==> src/rtl/mem_arbiter_if.sv <==
// Bus bundle between the two caches, the main memory port and mem_arbiter.
// The arbiter connects through the slave modport; the surrounding system drives the master side.
interface mem_arbiter_if;
   logic        icache_MemRead;
   logic [15:0] icache_addr;
   logic        dcache_MemRead;
   logic        dcache_MemWrite;
   logic [15:0] dcache_addr;
   logic [15:0] dcache_wdata;
   logic [15:0] mem_data_out;
   logic        mem_data_valid;

   logic        mem_enable;
   logic        mem_wr;
   logic [15:0] mem_addr;
   logic [15:0] mem_data_in;
   logic        icache_grant;
   logic        dcache_grant;
   logic        icache_MemDataValid;
   logic        dcache_MemDataValid;
   logic [15:0] rdata;
   logic        dcache_write_done;

   modport slave (
      input  icache_MemRead, icache_addr,
      input  dcache_MemRead, dcache_MemWrite, dcache_addr, dcache_wdata,
      input  mem_data_out, mem_data_valid,
      output mem_enable, mem_wr, mem_addr, mem_data_in,
      output icache_grant, dcache_grant,
      output icache_MemDataValid, dcache_MemDataValid,
      output rdata, dcache_write_done
   );

   modport master (
      output icache_MemRead, icache_addr,
      output dcache_MemRead, dcache_MemWrite, dcache_addr, dcache_wdata,
      output mem_data_out, mem_data_valid,
      input  mem_enable, mem_wr, mem_addr, mem_data_in,
      input  icache_grant, dcache_grant,
      input  icache_MemDataValid, dcache_MemDataValid,
      input  rdata, dcache_write_done
   );
endinterface

==> src/rtl/mem_arbiter.sv <==
// Arbitrates I-cache/D-cache fills and D-cache write-through onto one pipelined memory port.
// Build macro ARB_ROUND_ROBIN_EN: alternate the fill grant when both caches request reads together.
module mem_arbiter_chk #(
   parameter int LATENCY = 4,
   parameter int CNT_W   = 3
) (
   input logic             clk,
   input logic             rst,
   input logic             i_issue,
   input logic             i_beat,
   input logic [CNT_W-1:0] i_outstanding
);
   // An issue without a returning beat must never push the in-flight count past LATENCY.
   a_no_overflow: assert property (@(posedge clk) disable iff (!rst)
      (i_issue && !i_beat) |-> (int'(i_outstanding) < LATENCY));
endmodule

module mem_arbiter #(
   parameter int LATENCY = 4,
   parameter int CNT_W   = 3
) (
   input logic          clk,
   input logic          rst,
   mem_arbiter_if.slave bus
);
   typedef enum logic [1:0] {
      IDLE   = 2'd0,
      DWRITE = 2'd1,
      DFILL  = 2'd2,
      IFILL  = 2'd3
   } state_t;

   localparam logic [CNT_W-1:0] CNT_ZERO = {CNT_W{1'b0}};
   localparam logic [CNT_W-1:0] CNT_ONE  = {{(CNT_W-1){1'b0}}, 1'b1};

   state_t           r_state;
   state_t           w_next_state;
   logic [CNT_W-1:0] r_outstanding;
   logic [CNT_W-1:0] w_outstanding_nxt;
   logic             w_fill;
   logic             w_owner_rd;
   logic             w_issue;
   logic             w_beat;
   logic             w_drained;

   assign w_fill     = (r_state == DFILL) || (r_state == IFILL);
   assign w_owner_rd = (r_state == DFILL) ? bus.dcache_MemRead :
                       (r_state == IFILL) ? bus.icache_MemRead : 1'b0;
   assign w_issue    = w_fill && w_owner_rd;
   // Beats outside a fill are stray and never reach the counter or a cache.
   assign w_beat     = w_fill && bus.mem_data_valid;
   assign w_drained  = !w_owner_rd && (r_outstanding == CNT_ZERO) && !bus.mem_data_valid;
   assign bus.rdata  = bus.mem_data_out;

`ifdef ARB_ROUND_ROBIN_EN
   logic r_last_owner;  // 1'b1: last fill went to the D-cache

   // Remember which cache received the most recent fill grant.
   always_ff @(posedge clk or negedge rst) begin
      if (!rst) begin
         r_last_owner <= 1'b0;
      end else if ((r_state == IDLE) && (w_next_state == DFILL)) begin
         r_last_owner <= 1'b1;
      end else if ((r_state == IDLE) && (w_next_state == IFILL)) begin
         r_last_owner <= 1'b0;
      end else begin
         r_last_owner <= r_last_owner;
      end
   end
`endif

   // State register.
   always_ff @(posedge clk or negedge rst) begin
      if (!rst) begin
         r_state <= IDLE;
      end else begin
         r_state <= w_next_state;
      end
   end

   // Next-state: writes win in IDLE, fills hold until the owner releases and drains.
   always_comb begin
      w_next_state = r_state;
      case (r_state)
         IDLE: begin
            if (bus.dcache_MemWrite) begin
               w_next_state = DWRITE;
            end else if (bus.dcache_MemRead && bus.icache_MemRead) begin
`ifdef ARB_ROUND_ROBIN_EN
               w_next_state = r_last_owner ? IFILL : DFILL;
`else
               w_next_state = DFILL;
`endif
            end else if (bus.dcache_MemRead) begin
               w_next_state = DFILL;
            end else if (bus.icache_MemRead) begin
               w_next_state = IFILL;
            end else begin
               w_next_state = IDLE;
            end
         end
         DWRITE: begin
            w_next_state = IDLE;
         end
         DFILL, IFILL: begin
            if (w_drained) begin
               w_next_state = IDLE;
            end else begin
               w_next_state = r_state;
            end
         end
         default: begin
            w_next_state = IDLE;
         end
      endcase
   end

   // Outstanding-read count; a beat with nothing in flight leaves it at zero.
   always_comb begin
      w_outstanding_nxt = r_outstanding;
      if (w_issue && !w_beat) begin
         w_outstanding_nxt = r_outstanding + CNT_ONE;
      end else if (w_beat && !w_issue && (r_outstanding != CNT_ZERO)) begin
         w_outstanding_nxt = r_outstanding - CNT_ONE;
      end else begin
         w_outstanding_nxt = r_outstanding;
      end
   end

   // Outstanding counter register.
   always_ff @(posedge clk or negedge rst) begin
      if (!rst) begin
         r_outstanding <= CNT_ZERO;
      end else begin
         r_outstanding <= w_outstanding_nxt;
      end
   end

   // Memory port, grants and routed valids, decoded from state and live requests.
   always_comb begin
      bus.mem_enable          = 1'b0;
      bus.mem_wr              = 1'b0;
      bus.mem_addr            = 16'h0000;
      bus.mem_data_in         = 16'h0000;
      bus.icache_grant        = 1'b0;
      bus.dcache_grant        = 1'b0;
      bus.icache_MemDataValid = 1'b0;
      bus.dcache_MemDataValid = 1'b0;
      bus.dcache_write_done   = 1'b0;
      case (r_state)
         DWRITE: begin
            bus.mem_enable        = 1'b1;
            bus.mem_wr            = 1'b1;
            bus.mem_addr          = bus.dcache_addr;
            bus.mem_data_in       = bus.dcache_wdata;
            bus.dcache_write_done = 1'b1;
         end
         DFILL: begin
            bus.dcache_grant        = 1'b1;
            bus.mem_enable          = bus.dcache_MemRead;
            bus.mem_addr            = bus.dcache_addr;
            bus.dcache_MemDataValid = bus.mem_data_valid;
         end
         IFILL: begin
            bus.icache_grant        = 1'b1;
            bus.mem_enable          = bus.icache_MemRead;
            bus.mem_addr            = bus.icache_addr;
            bus.icache_MemDataValid = bus.mem_data_valid;
         end
         default: begin
            bus.mem_enable = 1'b0;
         end
      endcase
   end

   mem_arbiter_chk #(
      .LATENCY (LATENCY),
      .CNT_W   (CNT_W)
   ) u_chk (
      .clk           (clk),
      .rst           (rst),
      .i_issue       (w_issue),
      .i_beat        (w_beat),
      .i_outstanding (r_outstanding)
   );
endmodule
==> src/flat_wrapper.sv <==
// flat-port wrapper written by rule: the top's interface ports become plain ports
module mem_arbiter_flat 
#(
   parameter int LATENCY = 4,
   parameter int CNT_W   = 3
)
  (clk, rst, bus_icache_MemRead, bus_icache_addr, bus_dcache_MemRead, bus_dcache_MemWrite, bus_dcache_addr, bus_dcache_wdata, bus_mem_data_out, bus_mem_data_valid, bus_mem_enable, bus_mem_wr, bus_mem_addr, bus_mem_data_in, bus_icache_grant, bus_dcache_grant, bus_icache_MemDataValid, bus_dcache_MemDataValid, bus_rdata, bus_dcache_write_done);
  mem_arbiter_if bus_i ();
  input logic clk;
  input logic rst;
  input wire logic [$bits(bus_i.icache_MemRead)-1:0] bus_icache_MemRead;
  input wire logic [$bits(bus_i.icache_addr)-1:0] bus_icache_addr;
  input wire logic [$bits(bus_i.dcache_MemRead)-1:0] bus_dcache_MemRead;
  input wire logic [$bits(bus_i.dcache_MemWrite)-1:0] bus_dcache_MemWrite;
  input wire logic [$bits(bus_i.dcache_addr)-1:0] bus_dcache_addr;
  input wire logic [$bits(bus_i.dcache_wdata)-1:0] bus_dcache_wdata;
  input wire logic [$bits(bus_i.mem_data_out)-1:0] bus_mem_data_out;
  input wire logic [$bits(bus_i.mem_data_valid)-1:0] bus_mem_data_valid;
  output wire logic [$bits(bus_i.mem_enable)-1:0] bus_mem_enable;
  output wire logic [$bits(bus_i.mem_wr)-1:0] bus_mem_wr;
  output wire logic [$bits(bus_i.mem_addr)-1:0] bus_mem_addr;
  output wire logic [$bits(bus_i.mem_data_in)-1:0] bus_mem_data_in;
  output wire logic [$bits(bus_i.icache_grant)-1:0] bus_icache_grant;
  output wire logic [$bits(bus_i.dcache_grant)-1:0] bus_dcache_grant;
  output wire logic [$bits(bus_i.icache_MemDataValid)-1:0] bus_icache_MemDataValid;
  output wire logic [$bits(bus_i.dcache_MemDataValid)-1:0] bus_dcache_MemDataValid;
  output wire logic [$bits(bus_i.rdata)-1:0] bus_rdata;
  output wire logic [$bits(bus_i.dcache_write_done)-1:0] bus_dcache_write_done;
  assign bus_i.icache_MemRead = bus_icache_MemRead;
  assign bus_i.icache_addr = bus_icache_addr;
  assign bus_i.dcache_MemRead = bus_dcache_MemRead;
  assign bus_i.dcache_MemWrite = bus_dcache_MemWrite;
  assign bus_i.dcache_addr = bus_dcache_addr;
  assign bus_i.dcache_wdata = bus_dcache_wdata;
  assign bus_i.mem_data_out = bus_mem_data_out;
  assign bus_i.mem_data_valid = bus_mem_data_valid;
  assign bus_mem_enable = bus_i.mem_enable;
  assign bus_mem_wr = bus_i.mem_wr;
  assign bus_mem_addr = bus_i.mem_addr;
  assign bus_mem_data_in = bus_i.mem_data_in;
  assign bus_icache_grant = bus_i.icache_grant;
  assign bus_dcache_grant = bus_i.dcache_grant;
  assign bus_icache_MemDataValid = bus_i.icache_MemDataValid;
  assign bus_dcache_MemDataValid = bus_i.dcache_MemDataValid;
  assign bus_rdata = bus_i.rdata;
  assign bus_dcache_write_done = bus_i.dcache_write_done;
  mem_arbiter #(.LATENCY(LATENCY), .CNT_W(CNT_W)) u_core (.clk(clk), .rst(rst), .bus(bus_i));
endmodule
==> config.mk <==
export PLATFORM = sky130hd
export DESIGN_NAME = mem_arbiter_flat
export DESIGN_NICKNAME = d
export VERILOG_FILES = /design/src/rtl/mem_arbiter_if.sv /design/src/rtl/mem_arbiter.sv /design/src/flat_wrapper.sv
export SDC_FILE = /design/constraint.sdc
export NUM_CORES = 1
export LEC_CHECK = 0
export CAP_MARGIN = 20
export CORE_ASPECT_RATIO = 0.75
export CORE_MARGIN = 2
export CORE_UTILIZATION = 26
export DETAILED_ROUTE_END_ITERATION = 12
export PLACE_DENSITY = 0.83
export SLEW_MARGIN = 20
export SYNTH_ARGS = -nofsm -noshare
export SYNTH_HDL_FRONTEND = slang
export SYNTH_SLANG_ARGS = --single-unit
==> constraint.sdc <==
create_clock -name clk -period 6.24 [get_ports clk]
set_input_delay 1.248 -clock clk [delete_from_list [all_inputs] [get_ports clk]]
set_output_delay 1.248 -clock clk [all_outputs]
set_load 0.005 [all_outputs]
# == Word level (Yosys, flattened, before mapping) ==
# Cells that the tools add are included.
# totals
in_bits,70
out_inout_bits,55
elab_cells,45
reg_bits,5
# op_classes
mux,18
reduce_logical,19
addsub,2
eq_ne,4
# ops
operator,count
$pmux 16 s2,1
$mux 16,1
$mux 2,5
$logic_and 1x1->1,8
$mux 1,7
$mux 3,2
$pmux 2 s3,1
$eq 2x2->1 const B,2
$logic_not 1->1,4
$reduce_or 2->1,2
$add 3x1->3 const B,1
$logic_not 3->1,1
$pmux 1 s3,1
$reduce_bool 3->1,1
$sub 3x1->3 const B,1
$eq 2x1->1 const B,1
$logic_not 2->1,1
$ne 2x1->1 const B,1
$reduce_bool 2->1,1
$logic_or 1x1->1,1

# == Longest topological paths before layout ==
# Gate-level depths: netlist (run 1).
# logic_depth
word_depth,9
depth_mapped,9
depth_no_buf,9

# == Worst setup path before layout (run 1) ==
# No wires, ideal clock.
# synth_timing
path_type,input -> output
startpoint,input port bus_dcache_MemRead
endpoint,output port bus_mem_enable
t_arrival_ns,1.524
cell_stages,2
slack_ns,3.468
t_required_ns,4.992
n_path_buf,0
path_cell_list,nand2_1 a31oi_1
# synth_between
elab_chain_cells,1
# synth_lines
element,line_no,source
"start, declared",flat_wrapper.sv:13,input wire logic [$bits(bus_i.dcache_MemRead)-1:0] bus_dcache_MemRead;
$pmux 1 s3,mem_arbiter.sv:150,case (r_state)
"end, declared",flat_wrapper.sv:19,output wire logic [$bits(bus_i.mem_enable)-1:0] bus_mem_enable;
# Every way passes these cells.

# == Worst setup path in the final report (run 1) ==
# Ends and elaborated chain as after synthesis.

==> impl_metrics.yaml, run 1 <==
floorplan:
  core-area_sq_mm: 0.00331
  die_area_sq_mm: 0.00395
  pin_count: 125
  die_w_microns: 71.9
  die_h_microns: 54.9
  initial_core_util: 0.272
  rows: 18
worst_setup_path:
  reg2reg_depth: 8
  startpoint_type: "input port"
  worst-path-buf-inv: 2
  worstPathMaxFanout: 5
  arrival_ns: 2.60
  crit_chain: "clkdlybuf4s50_1 > nand2_1 > a31oi_1 > clkdlybuf4s50_1"
  cp_slowest_cell: "clkdlybuf4s50_1"
  critical_path.endpoint_type: "output port"
  r2r-end: "u_core.r_outstanding[1]$_DFFE_PN0P_"
  cp_top_family: "buffers and inverters"
  reg2reg_slack_ns: 3.50
  r2r-start: "u_core.r_state[1]$_DFFE_PN0P_"
  path_class: "input port to output port"
  cp_common_cell: "clkdlybuf4s50_1"
  crit_required_ns: 4.99
  critical_path.max_stage_delay_ns: 0.52
clock_network:
  clock_path_buffers: 2
  h-tree-depth: 1
  cts.sinks: 5
  cts_resized: 0
  clk_latency_ns: 0.21
  postCtsSetupBuffers: 0
  numCtsBuffers: 3
  holdBufCountCts: 0
  root_buffer: "clkbuf_8"
  cts_tree: "built"
  clk_pin_slew_worst_paths_ns: 0.03
power:
  p_leak_nw: 0.676
  p_seq_frac: 0.109
  p_comb_frac: 0.802
  power.density_mw_per_mm2: 365
  clkPwrFrac: 0.090
  ir_drop_mv: 0.239
  p_int_mw: 0.388
  swShare: 0.392
  switchingPower_mw: 0.250
grt:
  antenna_found_initial: 0
  gr-total-overflow: 0
  grt_first_pass_wirelength_microns: 4170
  grtUsageTotal: 0.133
  first_global_vias: 918
  grt_max_degree: 19
yosys:
  syn_nets: 196
  ys_ff_latch: 5
  synthCells: 120
  synth_warnings: 0
  seq_area_frac_synth: 0.139
  synth_area_sq_um: 900
  yosys.cell_types.count: 33
  syn_avg_cell_area_sq_um: 7.50
layout:
  nets: 268
  regArea_sq_um: 125
  final_common_cell: "clkdlybuf4s50_1"
  n_fill_cell: 317
  multi_input_area_sq_um: 593
  most-common-layout-cells: "clkdlybuf4s50_1, and2_1, nor2_1"
  n_antenna_cell: 0
  syn2layout_area_growth_pct: 94.4
  drive_gt1_frac: 0.0314
sta:
  period_share: 0.617
  fin_skew_ns: 0.00220
  max_freq_ghz: 0.260
  finalSetupViolCount: 0
  fin_crit_ns: 3.85
  max_slew_margin: 0.518
  fin_ws_ns: 2.39
  hold_viol_final: 0
  maxSlewViolCount: 0
  whs_ns: 0.478
  tightest_slew_ns: 0.723
  finalSetupTns_ns: 0
  rsz0062_at_grt: "false"
drt:
  initialDrtViolationCount: 26
  num_vias: 1117
  postRouteAntennaNets: 0
  drc: 0
  drt_pass1_iterations: 4
  wl_per_cell_microns: 12.5
  routed_via_density: 4.84
  drt-total-wl_microns: 2890
place:
  dp_slack_ns: 2.39
  place_congestion: 0.909
  io_buffer_count: 92
  place_hpwl_microns: 2410
run_status:
  status: "finished, final reports clean"
worst_hold_path:
  min-delay-path-class: "flip-flop to flip-flop"
  hold-path-endpoint: "u_core.r_outstanding[2]$_DFFE_PN0P_"
  min_delay_path_depth: 1
  min-delay-start: "u_core.r_outstanding[2]$_DFFE_PN0P_"
run:
  max_cap_viol_count: 0
-- per-layer routing --
layer,vias up,track usage,share of wire
li1,539,-,-
met1,501,0.172,0.42
met2,73,0.222,0.46
met3,4,0.0380,0.11
met4,0,0.0377,0.010
met5,-,0,0
-- cells in the mapped netlist --
| cell | number | area share |
|---|---|---|
| a21oi_1 | 2 | 0.011 |
| a22oi_1 | 16 | 0.13 |
| a311o_1 | 1 | 0.011 |
| a31oi_1 | 1 | 0.0070 |
| and2_1 | 18 | 0.13 |
| and4_1 | 1 | 0.0097 |
| buf_1 | 1 | 0.0042 |
| buf_2 | 1 | 0.0056 |
| buf_4 | 17 | 0.14 |
| buf_6 | 1 | 0.013 |
| clkbuf_1 | 5 | 0.021 |
| dfrtp_1 | 5 | 0.14 |
| fa_1 | 1 | 0.022 |
| ha_1 | 5 | 0.070 |
| inv_1 | 4 | 0.017 |
| mux2i_1 | 4 | 0.045 |
| nand2_1 | 4 | 0.017 |
| nand2b_1 | 1 | 0.0070 |
| nand3_1 | 1 | 0.0056 |
| nand3b_2 | 1 | 0.013 |
| nand4b_1 | 1 | 0.0097 |
| nor2_1 | 17 | 0.071 |
| nor2b_1 | 1 | 0.0070 |
| o211ai_1 | 1 | 0.0083 |
| o21ai_0 | 1 | 0.0056 |
| o21ai_2 | 1 | 0.0097 |
| o311ai_1 | 1 | 0.0097 |
| o31a_1 | 1 | 0.0097 |
| or2_1 | 2 | 0.014 |
| or3_1 | 1 | 0.0070 |
| or3_4 | 1 | 0.013 |
| xnor2_1 | 1 | 0.0097 |
| xor2_1 | 1 | 0.0097 |
-- how the worst max path moves through the flow --
stage / slack [ns] / start / end / cells past startpoint
global route: 2.34 / bus_dcache_MemRead / bus_mem_enable / 4
finish: 2.39 / bus_dcache_MemRead / bus_mem_enable / 4
floorplan: 3.47 / bus_dcache_MemRead / bus_mem_enable / 2
CTS: 2.39 / bus_dcache_MemRead / bus_mem_enable / 4
detailed placement: 2.39 / bus_dcache_MemRead / bus_mem_enable / 4
global placement: 2.40 / bus_dcache_MemRead / bus_mem_enable / 4
-- power groups by stage --
stage,registers [mW],logic [mW],clock network [mW]
3_5_place_dp,0.0696,0.517,0
4_1_cts,0.0691,0.519,0.0586
3_3_place_gp,0.0686,0.514,0
6_report,0.0694,0.512,0.0572
2_1_floorplan,0.0642,0.276,0
5_1_grt,0.0717,0.563,0.0632
-- logic make-up (layout without fill, tap and decap cells) --
logic type / after synthesis / in the layout / synth area share
adder cells (fa/ha/maj): 6 / 6 / 0.0918
flip-flops: 5 / 5 / 0.139
multiplexers: 4 / 4 / 0.0445
buffers and inverters: 29 / 100 / 0.202
AO/OA/AOI/OAI: 25 / 25 / 0.206
XOR/XNOR: 2 / 2 / 0.0195
AND/OR/NAND/NOR: 49 / 49 / 0.298
-- worst reg2reg max path, delay by kind of cell (launching register included) --
kind,cells,cell delay [ns]
AND/OR/NAND/NOR,3,0.47
adder cells (fa/ha/maj),2,1.08
flip-flops,1,0.43
AO/OA/AOI/OAI,3,0.63
-- cell type report --
cell class / count / share of cell area
flip-flops and latches: 5 / 0.0715
repair buffers: 92 / 0.526
inverters: 4 / 0.00858
clock buffers: 4 / 0.0258
well taps: 40 / 0.0286
multi-input cells: 86 / 0.339
-- sequential cells by signal (all words and copies together) (netlist names) --
signal	cells
u_core.r_state	2
u_core.r_outstanding	3
-- per-stage QoR --
stage	power (mW)	cells	util	cell area, sq um
finish	0.639	231	0.528	1750
global route	0.698	231	0.528	1750
CTS	0.647	231	0.528	1750
detailed placement	0.586	227	0.515	1700
global placement	0.583	227	0.515	1700
floorplan	0.340	120	-	900
No activity file was read; power rests on OpenSTA's default activity.
==> run 2, diff against run 1 <==
--- a/config.mk
+++ b/config.mk
@@ -8,9 +8,9 @@
 export CAP_MARGIN = 20
 export CORE_ASPECT_RATIO = 0.75
 export CORE_MARGIN = 2
-export CORE_UTILIZATION = 26
+export CORE_UTILIZATION = 24
 export DETAILED_ROUTE_END_ITERATION = 12
-export PLACE_DENSITY = 0.83
+export PLACE_DENSITY = 0.77
 export SLEW_MARGIN = 20
 export SYNTH_ARGS = -nofsm -noshare
 export SYNTH_HDL_FRONTEND = slang
==> constraint.sdc (replaced) <==
create_clock -name clk -period 3.9 [get_ports clk]
set_input_delay 0.78 -clock clk [delete_from_list [all_inputs] [get_ports clk]]
set_output_delay 0.78 -clock clk [all_outputs]
set_load 0.005 [all_outputs]
==> run 2 against run 1 <==
Total power increased by 60%. Combinational power increased by 59%. Sequential power increased by 57%. Critical path type is now flip-flop to output port. Critical endpoint is now bus_mem_addr[13]. Largest cell class unchanged.
==> impl_metrics.yaml, run 2 (synthesis results as in run 1) <==
run_status:
  status: "finished, final reports clean"
drt:
  num_vias: 1104
  initialDrtViolationCount: 14
  drc: 0
  drt-total-wl_microns: 2850
  wl_per_cell_microns: 11.7
  routed_via_density: 4.54
  postRouteAntennaNets: 0
  drt_pass1_iterations: 5
worst_setup_path:
  path_depth: 5
  critical_path.max_stage_delay_ns: 0.63
  r2r-end: "u_core.r_outstanding[1]$_DFFE_PN0P_"
  reg2reg_depth: 8
  timing.critical_path.from: "u_core.r_state[1]$_DFFE_PN0P_"
  crit_chain: "inv_1 > ha_1 > a22oi_1 > nor2_1 > clkdlybuf4s50_1"
  path_class: "flip-flop to output port"
  crit_required_ns: 3.12
  worst-path-buf-inv: 2
  worstPathMaxFanout: 16
  startpoint_type: "flip-flop"
  critPathCapture: "bus_mem_addr[13]"
  r2r-start: "u_core.r_state[1]$_DFFE_PN0P_"
  critical_path.endpoint_type: "output port"
  cp_top_family: "buffers and inverters"
  reg2reg_slack_ns: 1.24
  cp_slowest_cell: "ha_1"
  arrival_ns: 2.19
power:
  p_leak_nw: 0.676
  switchingPower_mw: 0.402
  p_seq_frac: 0.106
  p_comb_frac: 0.797
  swShare: 0.392
  p_int_mw: 0.622
  power.density_mw_per_mm2: 580
  clkPwrFrac: 0.097
  finalPower_mw: 1.02
  ir_drop_mv: 0.369
place:
  place_congestion: 0.812
  place_hpwl_microns: 2350
  io_buffer_count: 92
grt:
  grt_first_pass_wirelength_microns: 4370
  gr-total-overflow: 0
  grtUsageTotal: 0.131
  antenna_found_initial: 0
  first_global_vias: 973
  grt_max_degree: 19
layout:
  final_common_cell: "clkdlybuf4s50_1"
  most-common-layout-cells: "clkdlybuf4s50_1, and2_1, nor2_1"
  syn2layout_area_growth_pct: 96.1
  n_antenna_cell: 0
  reg_top3: "u_core.r_outstanding (3), u_core.r_state (2)"
  nets: 268
  regMostFlops: "u_core.r_outstanding"
  largest_reg_flops: 3
  drive_gt1_frac: 0.0314
  n_fill_cell: 365
sta:
  fin_crit_ns: 2.97
  max_freq_ghz: 0.337
  rsz0062_at_grt: "false"
  finalSetupTns_ns: 0
  period_share: 0.760
  max_slew_margin: 0.536
  hold_viol_final: 0
  whs_ns: 0.483
  maxSlewViolCount: 0
  tightest_slew_ns: 0.696
  finalSetupViolCount: 0
  fin_skew_ns: 0.000595
floorplan:
  rows: 19
  die_area_sq_mm: 0.00426
  pin_count: 125
  die_w_microns: 74.7
  core-area_sq_mm: 0.00364
  die_h_microns: 57.0
  initial_core_util: 0.247
clock_network:
  h-tree-depth: 1
  holdBufCountCts: 0
  cts_tree: "built"
  clk_pin_slew_worst_paths_ns: 0.04
  clock_path_buffers: 2
  cts_resized: 0
  postCtsSetupBuffers: 0
  clk_latency_ns: 0.22
  numCtsBuffers: 3
  root_buffer: "clkbuf_8"
  cts.sinks: 5
worst_hold_path:
  min-delay-path-class: "flip-flop to flip-flop"
run:
  max_cap_viol_count: 0
[run 2: cell counts in the layout (fill, tap and decap cells not counted)]
Identical to the previous run, type by type.
[run 2: cell type report]
cell class / count / area (sq um) / area share
inverter: 4 / 15.0 / 0.00851
multi-input combinational: 86 / 593 / 0.336
sequential: 5 / 125 / 0.0709
tap: 52 / 65.1 / 0.0369
timing repair buffer: 92 / 921 / 0.522
clock buffer: 4 / 45.0 / 0.0255
[run 2: power groups by stage]
stage / registers (mW) / logic (mW) / clock network [mW]
after global routing: 0.115 / 0.906 / 0.104
after detailed placement: 0.110 / 0.821 / 0
after CTS: 0.109 / 0.827 / 0.0996
after floorplan: 0.103 / 0.441 / 0
final: 0.109 / 0.816 / 0.0988
after global placement: 0.109 / 0.821 / 0
[run 2: layer usage]
| metal | GRT usage | vias up | share of wire |
|---|---|---|---|
| met5 | 0 | - | 0 |
| met3 | 0.0548 | 6 | 0.13 |
| met2 | 0.207 | 78 | 0.44 |
| met4 | 0.0510 | 0 | 0.017 |
| li1 | - | 535 | - |
| met1 | 0.158 | 485 | 0.41 |
[run 2: worst min-delay path by stage]
stage                                          end  slack, ns  cells past startpoint                                 from
6_report       u_core.r_outstanding[2]$_DFFE_PN0P_       0.48                      1  u_core.r_outstanding[2]$_DFFE_PN0P_
5_1_grt        u_core.r_outstanding[2]$_DFFE_PN0P_       0.52                      1  u_core.r_outstanding[2]$_DFFE_PN0P_
4_1_cts        u_core.r_outstanding[2]$_DFFE_PN0P_       0.49                      1  u_core.r_outstanding[2]$_DFFE_PN0P_
3_5_place_dp   u_core.r_outstanding[2]$_DFFE_PN0P_       0.48                      1  u_core.r_outstanding[2]$_DFFE_PN0P_
3_3_place_gp   u_core.r_outstanding[2]$_DFFE_PN0P_       0.48                      1  u_core.r_outstanding[2]$_DFFE_PN0P_
2_1_floorplan  u_core.r_outstanding[2]$_DFFE_PN0P_       0.46                      1  u_core.r_outstanding[2]$_DFFE_PN0P_
[run 2: per-stage QoR]
| stage | instance area (sq um) | util | instances | setup slack [ns] |
|---|---|---|---|---|
| final | 1760 | 0.485 | 243 | 0.934 |
| after global routing | 1760 | 0.485 | 243 | 0.735 |
| after CTS | 1760 | 0.485 | 243 | 0.914 |
| after detailed placement | 1720 | 0.473 | 239 | 0.964 |
| after global placement | 1720 | 0.473 | 239 | 0.966 |
| after floorplan | 900 | - | 120 | 1.67 |
==> run 3, diff against run 2 <==
--- a/config.mk
+++ b/config.mk
@@ -8,9 +8,9 @@
 export CAP_MARGIN = 20
 export CORE_ASPECT_RATIO = 0.75
 export CORE_MARGIN = 2
-export CORE_UTILIZATION = 24
+export CORE_UTILIZATION = 22
 export DETAILED_ROUTE_END_ITERATION = 12
-export PLACE_DENSITY = 0.77
+export PLACE_DENSITY = 0.74
 export SLEW_MARGIN = 20
 export SYNTH_ARGS = -nofsm -noshare
 export SYNTH_HDL_FRONTEND = slang
==> constraint.sdc (replaced) <==
create_clock -name clk -period 2.7 [get_ports clk]
set_input_delay 0.54 -clock clk [delete_from_list [all_inputs] [get_ports clk]]
set_output_delay 0.54 -clock clk [all_outputs]
set_load 0.005 [all_outputs]
==> run 3 against run 2 <==
Worst setup slack worse by 0.77 ns. Highest routed layer unchanged. First-iteration DRC count up 71%. Via count down 0.45%. Clock power up 44%. Critical path depth unchanged. Critical path type unchanged.
==> impl_metrics.yaml, run 3 (synthesis results as in run 1) <==
worst_setup_path:
  critical_path.endpoint_type: "output port"
  cp_top_family: "buffers and inverters"
  crit_chain: "ha_1 > buf_4 > a22oi_1 > nor2_1 > clkdlybuf4s50_1"
  r2r-start: "u_core.r_state[0]$_DFFE_PN0P_"
  cp_slowest_cell: "clkdlybuf4s50_1"
  timing.critical_path.from: "u_core.r_state[1]$_DFFE_PN0P_"
  crit_required_ns: 2.16
  startpoint_type: "flip-flop"
  reg2reg_depth: 9
  r2r-end: "u_core.r_outstanding[1]$_DFFE_PN0P_"
  critPathCapture: "bus_mem_addr[8]"
  path_depth: 5
  worst-path-buf-inv: 2
  reg2reg_slack_ns: 0.30
  critical_path.max_stage_delay_ns: 0.52
  worstPathMaxFanout: 10
  arrival_ns: 2.00
  path_class: "flip-flop to output port"
clock_network:
  cts_tree: "built"
  cts_resized: 0
  clk_pin_slew_worst_paths_ns: 0.04
  clk_latency_ns: 0.22
  holdBufCountCts: 0
  numCtsBuffers: 3
  root_buffer: "clkbuf_8"
  cts.sinks: 5
  postCtsSetupBuffers: 0
  h-tree-depth: 1
  clock_path_buffers: 2
drt:
  routed_via_density: 4.41
  drt-total-wl_microns: 2800
  wl_per_cell_microns: 11.2
  drc: 0
  num_vias: 1099
  postRouteAntennaNets: 0
  initialDrtViolationCount: 24
  drt_pass1_iterations: 4
layout:
  final_core_util: 0.450
  multi_input_area_sq_um: 593
  syn2layout_area_growth_pct: 99.0
  reg_top3: "u_core.r_outstanding (3), u_core.r_state (2)"
  largest_reg_flops: 3
  drive_gt1_frac: 0.0464
  fin_area_sq_mm: 0.00179
  n_antenna_cell: 0
  n_fill_cell: 392
  final_common_cell: "clkdlybuf4s50_1"
  nets: 271
  regMostFlops: "u_core.r_outstanding"
  regArea_sq_um: 125
  most-common-layout-cells: "clkdlybuf4s50_1, and2_1, nor2_1"
  instances_no_fill: 249
grt:
  gr-total-overflow: 0
  grtUsageTotal: 0.112
  first_global_vias: 919
  grt_max_degree: 19
  grt_first_pass_wirelength_microns: 4190
  antenna_found_initial: 0
sta:
  rsz0062_at_grt: "false"
  maxSlewViolCount: 0
  fin_crit_ns: 2.54
  fin_skew_ns: 0.00224
  max_freq_ghz: 0.394
  finalSetupViolCount: 0
  whs_ns: 0.498
  period_share: 0.940
  finalSetupTns_ns: 0
  fin_ws_ns: 0.162
  tightest_slew_ns: 0.420
  hold_viol_final: 0
  max_slew_margin: 0.720
floorplan:
  pin_count: 125
  initial_core_util: 0.226
  die_w_microns: 77.8
  core-area_sq_mm: 0.00398
  die_h_microns: 59.4
  rows: 20
  die_area_sq_mm: 0.00462
power:
  finalPower_mw: 1.51
  p_leak_nw: 0.691
  ir_drop_mv: 0.312
  power.density_mw_per_mm2: 842
place:
  io_buffer_count: 92
  placed_cells: 245
  dp_slack_ns: 0.162
  place_hpwl_microns: 2330
  postPlaceCellArea_sq_mm: 0.00175
  place_congestion: 0.800
run:
  max_cap_viol_count: 0
run_status:
  status: "finished, final reports clean"
worst_hold_path:
  min-delay-path-class: "flip-flop to flip-flop"
[run 3: changes by cell type in the layout (fill, tap and decap cells not counted), sizes merged]
| cell | previous run | this run |
|---|---|---|
| buf | 0 | 3 |
[run 3: worst min path at each step]
stage	start	to	slack (ns)	cells after the start
final	u_core.r_outstanding[2]$_DFFE_PN0P_	u_core.r_outstanding[2]$_DFFE_PN0P_	0.50	1
after global routing	u_core.r_outstanding[2]$_DFFE_PN0P_	u_core.r_outstanding[2]$_DFFE_PN0P_	0.54	1
after CTS	u_core.r_outstanding[2]$_DFFE_PN0P_	u_core.r_outstanding[2]$_DFFE_PN0P_	0.50	1
after detailed placement	u_core.r_outstanding[2]$_DFFE_PN0P_	u_core.r_outstanding[2]$_DFFE_PN0P_	0.49	1
after global placement	u_core.r_outstanding[2]$_DFFE_PN0P_	u_core.r_outstanding[2]$_DFFE_PN0P_	0.49	1
after floorplan	rst	u_core.r_outstanding[0]$_DFFE_PN0P_	0.24	0
[run 3: routing by layer]
layer	track usage	vias up	wire, microns
li1	-	542	-
met4	0.0383	0	23
met3	0.0473	3	374
met2	0.179	70	1180
met1	0.137	484	1210
met5	0	-	0
[run 3: area by class of cell]
class,instances,share of cell area
repair buffers,95,0.527
multi-input cells,86,0.331
flip-flops and latches,5,0.0699
well taps,55,0.0384
clock buffers,4,0.0252
inverters,4,0.00839
[run 3: report_power, final]
part | internal (mW) | switching (mW) | total, mW | leakage, nW
registers | 0.111 | 0.0484 | 0.160 | 0.0627
logic | 0.712 | 0.494 | 1.21 | 0.606
clock network | 0.102 | 0.0405 | 0.142 | 0.0228
